### src/rtl/seven_segment_clock_div.sv
// -----------------------------------------------------------------------------
// seven_segment_clock_div
// Divides the system clock down to the seven-segment digit-scan rate.
//   HALF    = CLK_FREQ_HZ / (2*OUT_FREQ_HZ), rounded down
//   clk_out = registered, 50% duty, period of 2*HALF enabled clk cycles
// Optional feature macro: SSEG_CLKDIV_TICK_EN
//   Adds the registered 'tick' output, which pulses for one cycle on each
//   0->1 transition of clk_out.
// -----------------------------------------------------------------------------
module seven_segment_clock_div #(
   parameter int CLK_FREQ_HZ = 100000000,
   parameter int OUT_FREQ_HZ = 1000
) (
   input  logic clk,
   input  logic rst_n,
   input  logic en,
   output logic clk_out
`ifdef SSEG_CLKDIV_TICK_EN
   ,
   output logic tick
`endif
);

   // A zero output frequency collapses HALF to 0 so the check below fires
   // instead of the elaborator dividing by zero.
   localparam int HALF  = (OUT_FREQ_HZ > 0) ? CLK_FREQ_HZ / (2 * OUT_FREQ_HZ) : 0;
   localparam int CNT_W = (HALF > 1) ? $clog2(HALF) : 1;
   localparam logic [CNT_W-1:0] LAST = CNT_W'((HALF > 0) ? HALF - 1 : 0);

   // Reject configurations that cannot produce a half period of one cycle.
   generate
      if (HALF < 1) begin : g_bad_half
         $error("seven_segment_clock_div: HALF must be >= 1 (CLK_FREQ_HZ=%0d OUT_FREQ_HZ=%0d)",
                CLK_FREQ_HZ, OUT_FREQ_HZ);
      end
   endgenerate

   logic [CNT_W-1:0] r_cnt;
   logic             r_clk_out;
   logic             w_wrap;

   // Terminal count reached on an enabled edge: wrap the counter, toggle clk_out.
   assign w_wrap = en && (r_cnt == LAST);

   // Half-period counter and divided clock; en low freezes both.
   // NOTE: state uses non-blocking assignments so every flop samples pre-edge values.
   always_ff @(posedge clk or negedge rst_n) begin
      if (!rst_n) begin
         r_cnt     <= '0;
         r_clk_out <= 1'b0;
      end else if (en) begin
         if (w_wrap) begin
            r_cnt     <= '0;
            r_clk_out <= ~r_clk_out;
         end else begin
            r_cnt <= r_cnt + CNT_W'(1);
         end
      end
   end

   // NOTE: clk_out is driven straight from a flop, never from a decode, so
   // downstream logic clocked by it sees no glitches.
   assign clk_out = r_clk_out;

`ifdef SSEG_CLKDIV_TICK_EN
   logic r_tick;

   // One-cycle strobe aligned with the cycle in which clk_out rises.
   always_ff @(posedge clk or negedge rst_n) begin
      if (!rst_n) begin
         r_tick <= 1'b0;
      end else begin
         r_tick <= w_wrap && !r_clk_out;
      end
   end

   assign tick = r_tick;
`endif

endmodule

### config.mk
export PLATFORM = sky130hd
export DESIGN_NAME = seven_segment_clock_div
export DESIGN_NICKNAME = d
export VERILOG_FILES = /design/src/rtl/seven_segment_clock_div.sv
export SDC_FILE = /design/constraint.sdc
export NUM_CORES = 1
export LEC_CHECK = 0
export CORE_MARGIN = 2
export CORE_UTILIZATION = 54
export CTS_BUF_LIST = sky130_fd_sc_hd__clkbuf_4
export DETAILED_ROUTE_END_ITERATION = 6
export GPL_TIMING_DRIVEN = 0
export MAX_ROUTING_LAYER = met4
export PLACE_DENSITY_LB_ADDON = 0.2
export SKIP_LAST_GASP = 1
export SLEW_MARGIN = 20
export SYNTH_ARGS = -nofsm -noshare
export SYNTH_HDL_FRONTEND = slang
export SYNTH_SLANG_ARGS = --single-unit
### constraint.sdc
create_clock -name clk -period 1.7 [get_ports clk]
set_input_delay 0.255 -clock clk [delete_from_list [all_inputs] [get_ports clk]]
set_output_delay 0.255 -clock clk [all_outputs]
set_load 0.03 [all_outputs]
## Word-level counts from Yosys, hierarchy flattened

Cells that the tools add are included.
W data, S select, Z words.

- Add/subtract/negate cells: 1
- Equality and inequality tests: 1
- Muxes and demuxes: 1
- Bitwise logic cells: 1
- Reductions and logical operators: 2

Operator list:

| cell | count |
|---|---|
| $add A16 B1 Y16 const B | 1 |
| $eq A16 B16 Y1 const B | 1 |
| $mux W16 | 1 |
| $reduce_and A2 Y1 | 1 |
| $logic_and A1 B1 Y1 | 1 |
| $not A1 Y1 | 1 |

- Register bits after elaboration: 17
- Input bits: 3
- Output and inout port bits: 1
- Word-level logic and storage cells: 8

## Longest topological paths before layout

- Depth after elaboration: 3
- Gate-level depth with buffers: 5
- Gate-level depth less buffers: 5

## Worst setup path after synthesis

Ideal clock, no wire load.

- Path type: register to register
- From: register r_cnt[7]
- To: register r_cnt[0]
- Setup time: 0.125 ns
- Arrival time: 1.713 ns
- Required time: 1.575 ns
- Slack: -0.138 ns
- Cell stages (with the launch flop): 5
- Buffers on the path: 0
- Period minus slack after synthesis: 1.838 ns
- Path through: dfrtp_1 -> or4b_4 -> nor4_4 -> nor2_2 -> mux2_4

- Cells in the longest elaborated chain, start to end: 3

Ends and longest elaborated chain:

| element | line | text |
|---|---|---|
| start, declared | 38 | `logic [CNT_W-1:0] r_cnt;` |
| start signal, assigned | 56 | `r_cnt <= r_cnt + CNT_W'(1);` |
| $eq A16 B16 Y1 | 43 | `assign w_wrap = en && (r_cnt == LAST);` |
| $logic_and A1 B1 Y1 | 43 |  |
| $mux W16 | 52 | `if (w_wrap) begin` |

No other way between the ends.
A chain may end at the register's enable or synchronous reset.

## Worst setup path in the final report

- From: register r_cnt[13]
- To: register r_cnt[0]

Same word-level chain as after synthesis.

==> results.md <==
- Status: finished with violations
- Failing checks: setup timing
- CP max-delay cell: or4bb_4
- Syn_nets: 78
- Setup crit start kind: register
- Mapped Avg Cell Area: 11.0 um^2
- Most common cell in the synthesized netlist: dfrtp_1
- Post-synthesis async set-or-reset flop share: 100%
- Netlist cell types: 20
- Clk buf depth: 2
- Initial Utilization: 60.1%
- Largest net degree at the start of global routing: 18
- Max_slew headroom: 49.3%
- Setup WS pre-CTS: -675 ps
- Most frequent cells after synthesis: dfrtp_1 (17), nor2_1 (10), xnor2_1 (9), nand2_1 (7), xor2_1 (5)
- Die W: 42.8 um
- First drt pass iteration count: 4
- PwrDens: 995 nW/um^2
- Htree depth: 1
- Worst skew pair latency: 290 ps
- CTS tree: yes
- Kind of critical path: register to register
- Syn Std Cell Area: 812 um^2
- GRT busiest layer: met2
- CTS buffer count: 3
- Yosys warnings: 0
- Total gr overflow: 0
- Worst-path clk slew: 90 ps
- Worst hold slack: 400 ps
- Syn Inst Count: 74
- Final setup violation count: 5
- RSZ-0062 raised after global routing: true
- Clk sinks: 17
- Worst EP required: 1890 ps
- CP Data Arrival Time: 2000 ps
- Crit-path max cell delay: 540 ps
- Slew Limit Fails: 0
- Max-cap viol count: 0
- Tmin final: 1820 ps
- Hold_buf cts: 0
- Number of global-route vias before repair: 593
- Initial antenna violation count: 0
- Met3 global-route usage: 2.55%
- Ratio of cells with drive above 1 in the final layout: 30.6%
- Tcrit/Tclk final: 107%
- Vias per cell: 5.45
- Yosys top cell by area: dfrtp_1
- Fill count: 89
- Hold Crit Class: primary input to asynchronous set/reset pin
- Crit path max fanout: 4
- Die Area: 1830 um^2
- Ranking of synthesized cells by area: dfrtp_1 (52%), xnor2_1 (9.7%), xor2_1 (5.4%)
- NumNets Final: 103
- Hold Vio Cnt, Final: 0
- First-pass GRT wire length: 2590 um
- DRT Wirelength: 1600 um
- Grt met1 use: 24.4%
- Leak: 0.481 nW
- Met2 Usage GRT: 30.0%
- Maximum VDD drop: 0.928 mV
- Drt wl/cell: 14.1 um
- Root Driver: clkbuf_4
- Predominant post-synthesis flop cell: dfrtp_1
- Port bufs: 3
- Max Freq: 550 MHz
- Worst path cell trace: or4bb_4, nor4_4, buf_4, nor2_2, mux2_4
- Setup skew after layout: 4.79 ps
- Residual DRC count: 0
- Core Region: 1350 um^2
- Area growth syn-to-layout: 27.3%
- #FFs+latches synth: 17
- ANT nets after route: 0
- Die height: 42.8 um
- Vias post-DR: 616
- Diodes inserted: 0
- Number of flops mapped to enable cells by yosys: 0
- Register area share after synthesis: 52.4%
- GPL Wtd Cong: 0.772
- Total GRT Usage: 20.3%
- Actual slew at the worst max-slew pin: 758 ps
- CP Buf/Inv Count: 1
- Hpwl dp: 923 um
- Fin worst setup slack: -118 ps
- Initial detailed-routing violation count: 10
- CP Capture Type: register
- Io pins: 4
- Top cell type's share of synthesized area: 52.4%
- Rows: 13
- CP top delay family: simple AND/OR/NAND/NOR gates
path summary, 6_finish.rpt:
path	from	end	slack, ps	cells after the start
min in group clk	clk_out	clk_out	470	1
worst min register to register	clk_out	clk_out	470	1
worst max-delay path	r_cnt[13]	r_cnt[0]	-120	5
max in group asynchronous	rst_n	r_cnt[6]	770	1
worst min-delay path	rst_n	r_cnt[0]	400	1
worst max register to register	r_cnt[13]	r_cnt[0]	-120	5
logic make-up (layout without fill, tap and decap cells):
group / Yosys count / in the layout / share of synthesized area [%]
XOR/XNOR: 14 / 14 / 15.1
adder cells (fa/ha/maj): 1 / 1 / 1.54
AND/OR/NAND/NOR: 37 / 37 / 26.2
AO/OA/AOI/OAI: 1 / 1 / 0.771
multiplexers: 2 / 2 / 3.08
buffers and inverters: 2 / 26 / 0.925
flip-flops: 17 / 17 / 52.4
placed cells by master, fill, tap and decap left out, drive strengths merged, types with 2 or more instances in the layout:
cell type / n
nor2: 11
nand3: 4
nor3: 4
or4bb: 2
inv: 2
nand4: 4
nor4: 2
dfrtp: 17
buf: 17
clkdlybuf4s50: 3
xor2: 5
xnor2: 9
nand2: 7
clkbuf: 4
registers in the layout, summed over array words and instances (netlist names):
register  flops
r_cnt        16
clk_out       1
what timing repair did:
item,4_1_cts,5_1_grt
gates resized for setup,1,4
hold endpoints to repair,0,0
buffers inserted,11,7
pin swaps,4,2
setup endpoints to repair,11,12
where the power goes:
| group | switching, mW | internal, mW |
|---|---|---|
| Sequential | 0.0933 | 0.483 |
| Combinational | 0.107 | 0.115 |
| Clock | 0.122 | 0.107 |
| Total | 0.323 | 0.706 |
final cells by class:
cell class | count | area, um^2 | area share (%)
clock buffers | 4 | 30.0 | 2.91
inverters | 2 | 7.51 | 0.726
multi-input cells | 55 | 392 | 37.9
flip-flops and latches | 17 | 428 | 41.4
well taps | 15 | 18.8 | 1.82
repair buffers | 20 | 158 | 15.3
metal layers:
| metal | routed length, um | part of all wire, % |
|---|---|---|
| met1 | 724 | 45 |
| met2 | 782 | 49 |
| met3 | 38 | 2.4 |
| met4 | 53 | 3.3 |
| met5 | 0 | 0 |
stage by stage:
step / instances / setup TNS (ps) / util [%] / total power [mW] / area (um^2)
4_1_cts: 107 / -318 / 72.5 / 1.01 / 978
2_1_floorplan: 74 / -173 / - / 0.703 / 812
3_3_place_gp: 92 / -5660 / 63.8 / 0.746 / 861
5_1_grt: 113 / -888 / 76.6 / 1.10 / 1030
6_report: 113 / -354 / 76.6 / 1.03 / 1030
3_5_place_dp: 92 / -6150 / 63.8 / 0.758 / 861
Power figures use the tool's default switching activity.
